**config.mk**
```make
export PLATFORM = sky130hd
export DESIGN_NAME = serial_alu_ctrl
export DESIGN_NICKNAME = d
export VERILOG_FILES = /design/src/rtl/serial_alu_ctrl.sv
export SDC_FILE = /design/constraint.sdc
export NUM_CORES = 1
export LEC_CHECK = 0
export ABC_AREA = 1
export CAP_MARGIN = 5
export CORE_ASPECT_RATIO = 0.6
export CORE_MARGIN = 2
export CORE_UTILIZATION = 50
export CTS_CLUSTER_SIZE = 12
export DETAILED_ROUTE_END_ITERATION = 6
export PLACE_DENSITY_LB_ADDON = 0.1
export SLEW_MARGIN = 20
export SYNTH_ARGS = -nofsm -noshare
export SYNTH_HDL_FRONTEND = slang
export SYNTH_HIERARCHICAL = 1
export SYNTH_SLANG_ARGS = --single-unit
export TNS_END_PERCENT = 100
```
**constraint.sdc**
```tcl
create_clock -name clk -period 1.7 [get_ports clk]
set_clock_uncertainty 0.2 [all_clocks]
set_input_delay 0.34 -clock clk [delete_from_list [all_inputs] [get_ports clk]]
set_output_delay 0.34 -clock clk [all_outputs]
set_load 0.05 [all_outputs]
```
**src/rtl/serial_alu_ctrl.sv**
```systemverilog
// Bit-serial add/subtract controller: one full-adder cell walks LSB-first over WIDTH cycles.
// Optional zero/ovf flag outputs are enabled by defining SERIAL_FLAGS_EN.

module add1bit (
  input  logic a,
  input  logic b,
  input  logic ci,
  output logic s,
  output logic co
);
  assign s  = a ^ b ^ ci;
  assign co = (a & b) | (ci & (a ^ b));
endmodule

module serial_alu_ctrl #(
  parameter  int WIDTH = 8,
  localparam int CNT_W = $clog2(WIDTH) + 1
) (
  input  logic             clk,
  input  logic             rst_n,
  input  logic             start,
  input  logic             op_sub,
  input  logic [WIDTH-1:0] a_in,
  input  logic [WIDTH-1:0] b_in,
  output logic             busy,
  output logic             done,
  output logic [WIDTH-1:0] result,
  output logic             cout
`ifdef SERIAL_FLAGS_EN
  ,
  output logic             zero,
  output logic             ovf
`endif
);

  localparam logic [1:0] IDLE = 2'd0;
  localparam logic [1:0] RUN  = 2'd1;
  localparam logic [1:0] DONE = 2'd2;

  logic [1:0]       state;
  logic [WIDTH-1:0] a_sh;
  logic [WIDTH-1:0] b_sh;
  logic             carry;
  logic [CNT_W-1:0] cnt;
  logic             sum_bit;
  logic             cell_co;
  logic             last;
`ifdef SERIAL_FLAGS_EN
  logic             nz_acc;
`endif

  add1bit u_cell (
    .a  (a_sh[0]),
    .b  (b_sh[0]),
    .ci (carry),
    .s  (sum_bit),
    .co (cell_co)
  );

  assign last = (cnt == CNT_W'(WIDTH - 1));
  assign busy = (state == RUN);
  assign done = (state == DONE);

  // Subtraction is A + ~B + 1: invert B at load and seed the carry with op_sub.
  always_ff @(posedge clk) begin
    if (!rst_n) begin
      state  <= IDLE;
      a_sh   <= '0;
      b_sh   <= '0;
      carry  <= 1'b0;
      cnt    <= '0;
      result <= '0;
      cout   <= 1'b0;
`ifdef SERIAL_FLAGS_EN
      nz_acc <= 1'b0;
      zero   <= 1'b0;
      ovf    <= 1'b0;
`endif
    end else begin
      case (state)
        IDLE: begin
          if (start) begin
            a_sh   <= a_in;
            b_sh   <= op_sub ? ~b_in : b_in;
            carry  <= op_sub;
            cnt    <= '0;
            state  <= RUN;
`ifdef SERIAL_FLAGS_EN
            nz_acc <= 1'b0;
`endif
          end
        end
        RUN: begin
          result <= {sum_bit, result[WIDTH-1:1]};
          a_sh   <= a_sh >> 1;
          b_sh   <= b_sh >> 1;
          carry  <= cell_co;
          cnt    <= cnt + CNT_W'(1);
`ifdef SERIAL_FLAGS_EN
          nz_acc <= nz_acc | sum_bit;
`endif
          if (last) begin
            cout  <= cell_co;
            state <= DONE;
`ifdef SERIAL_FLAGS_EN
            // On the final step the carry flop holds the carry into the MSB.
            zero  <= ~(nz_acc | sum_bit);
            ovf   <= carry ^ cell_co;
`endif
          end
        end
        DONE:    state <= IDLE;
        default: state <= IDLE;
      endcase
    end
  end

endmodule

```
==> flow_summary.json <==
{
  "status": "complete, no violations",
  "grt_use_total": 0.220,
  "maxSlewViolCount": 0,
  "clkLatencyLatePin_ns": 0.28,
  "startpoint": "state[0]",
  "viasPerCell": 4.80,
  "die_w_um": 76.2,
  "avgSynthCellArea_um2": 6.60,
  "reg2reg_slack_ns": 0.18,
  "io_pins": 31,
  "dieArea_um2": 3610,
  "hold-worst-slack_ns": 0.301,
  "grt_pass1_wl_um": 6040,
  "end_kind": "output port",
  "cp.arrival_ns": 1.07,
  "synth-seq-cells": 32,
  "setup_viol": 0,
  "layout.nets": 300,
  "io_buffers": 30,
  "peakVddDrop_v": 0.000462,
  "internal-power_uw": 1280,
  "r2r-start": "state[0]",
  "path_clk_slew_ns": 0.06,
  "antenna_found_initial": 0,
  "via_count": 1536,
  "crit_path_end": "busy",
  "post-synth-top-area-cell": "dfxtp_1",
  "synth.most_common_cell": "nor2_1",
  "start_util": 0.535,
  "n_antenna_cell": 0,
  "period_minus_slack_ns": 1.61,
  "grt_use_met3": 0.0654,
  "slew_headroom": 0.836,
  "cts_root_buf": "clkbuf_8",
  "synth_nets": 259,
  "drv_cap": 0,
  "grt_max_degree": 26,
  "coreArea_um2": 2930,
  "grt_overflow": 0,
  "post-route-drc-count": 0,
  "met2_usage": 0.359,
  "antenna_violating_nets_post_route": 0,
  "wl_per_cell_um": 11.3,
  "p_clk_frac": 0.298,
  "p_sw_frac": 0.294,
  "final_util": 0.740,
  "worstSetupPathType": "flop to output port",
  "synthesis.area_um2": 1570,
  "fin_setup_tns_ns": 0,
  "fmax_mhz": 620,
  "cts_buffers": 5,
  "synthTopCellsByCount": "nor2_1, nand2_1, dfxtp_1, nand3_1, inv_1",
  "switchingPower_uw": 533,
  "dr.pass1.iters": 4,
  "dp_hpwl_um": 2530,
  "synth_cell_type_count": 19,
  "pre_cts_slack_ns": -0.0235,
  "cp_max_fo": 4,
  "async_flop_share": 0,
  "layout-drive-gt1-share": 0.144,
  "gp_congestion": 0.793,
  "cp-start-kind": "flop",
  "dr.first_iter.drc_count": 106,
  "drt_wl_total_um": 3630,
  "synth_top_flop_cell": "dfxtp_1",
  "yosys.area.top_type_share": 0.409,
  "clkSinkCount": 32,
  "grt_setup_unrepaired": "false",
  "syn2layout_area_growth_pct": 38.4,
  "htree_levels": 2,
  "grt_pass1_vias": 1323,
  "busiest_layer": "met2",
  "seqPwrFrac": 0.463,
  "power_frac_comb": 0.240,
  "hp-class": "flop to flop",
  "rows": 15,
  "yosys_warnings": 6,
  "cts.hold.buffers_added": 0,
  "timing.final.ws_setup_ns": 0.0870,
  "p_leak_uw": 0.000999,
  "synth_area_leaders": "dfxtp_1, nor2_1, nand2_1",
  "yosysSeqAreaShare": 0.409,
  "worstMarginPinSlew_ns": 0.245,
  "cts.path.max_buffers": 2,
  "synth_edf_count": 0,
  "p_per_area_nw_per_um2": 839,
  "design_power_total_uw": 1820,
  "grt_util_met1": 0.293,
  "cts_tree": "done",
  "fin_crit_sh": 0.949,
  "reg2reg_to": "b_sh[0]",
  "rr_worst_depth": 8,
  "die_h_um": 47.3,
  "required_ns": 1.16,
  "synthCells": 237,
  "hold_viol_final": 0
}
==> power groups by stage <==
stage / clock network, uW / registers (uW) / logic (uW)
after floorplan: 0 / 900 / 191
after global placement: 0 / 856 / 423
after detailed placement: 0 / 856 / 429
after CTS: 545 / 840 / 436
after global routing: 569 / 846 / 477
final: 541 / 840 / 435
==> critical path, stage by stage (launching register included) <==
cell and delay, ns:
dfxtp_1 0.44, inv_2 0.07, nor2_4 0.14, buf_12 0.14
==> routing by layer <==
layer  up-vias  share of wire
met5         -              0
met2        52           0.42
met1       666           0.49
li1        810              -
met4         0         0.0099
met3         8          0.084
==> cells by family after synthesis <==
kind of cell | after synthesis | share of synthesized area
simple gates | 151 | 0.403
flops | 32 | 0.409
buf+inv | 31 | 0.0975
compound gates | 20 | 0.0639
fa+ha+maj | 2 | 0.0208
xor+xnor | 1 | 0.00560
==> stage by stage <==
stage | instances | area (um^2)
6_report | 320 | 2170
5_1_grt | 320 | 2170
4_1_cts | 320 | 2160
3_5_place_dp | 312 | 2080
3_3_place_gp | 312 | 2080
2_1_floorplan | 237 | 1570
==> flip-flops by register name (all words and copies together), names as in the netlist <==
| register | cells |
|---|---|
| state | 2 |
| result | 8 |
| a_sh | 8 |
| cnt | 4 |
| carry | 1 |
| b_sh | 8 |
| cout | 1 |
==> worst min-delay path by stage <==
stage,to,slack [ns],startpoint,depth (start not counted)
finish,cnt[0],0.30,cnt[0],1
global route,cnt[0],0.34,cnt[0],1
CTS,cnt[0],0.30,cnt[0],1
detailed placement,cnt[0],0.28,cnt[0],1
global placement,cnt[0],0.26,cnt[0],1
floorplan,cnt[0],0.25,cnt[0],1
==> area by class of cell <==
type,instances,area (um^2)
inverters,21,78.8
multi-input cells,174,774
clock buffers,6,72.6
repair buffers,44,541
clock inverters,1,5.00
well taps,42,52.6
flip-flops and latches,32,642
fillers,242,762
==> cells in the final DEF (no fill, tap or decap), drive strengths merged <==
master	instances
nand2	63
nor2	63
a21oi	7
ha	1
o21ai	13
nand3	25
clkbuf	6
clkdlybuf4s50	19
buf	25
xnor2	1
inv	20
fa	1
clkinv	2
dfxtp	32
==> repair_timing <==
| action | in CTS | in global routing |
|---|---|---|
| gates resized for setup | 0 | 1 |
| pin swaps | 1 | 0 |
| setup buffers | 1 | 0 |
| setup endpoints to repair | 1 | 1 |
Note: power is estimated with default switching activity, not from simulation.
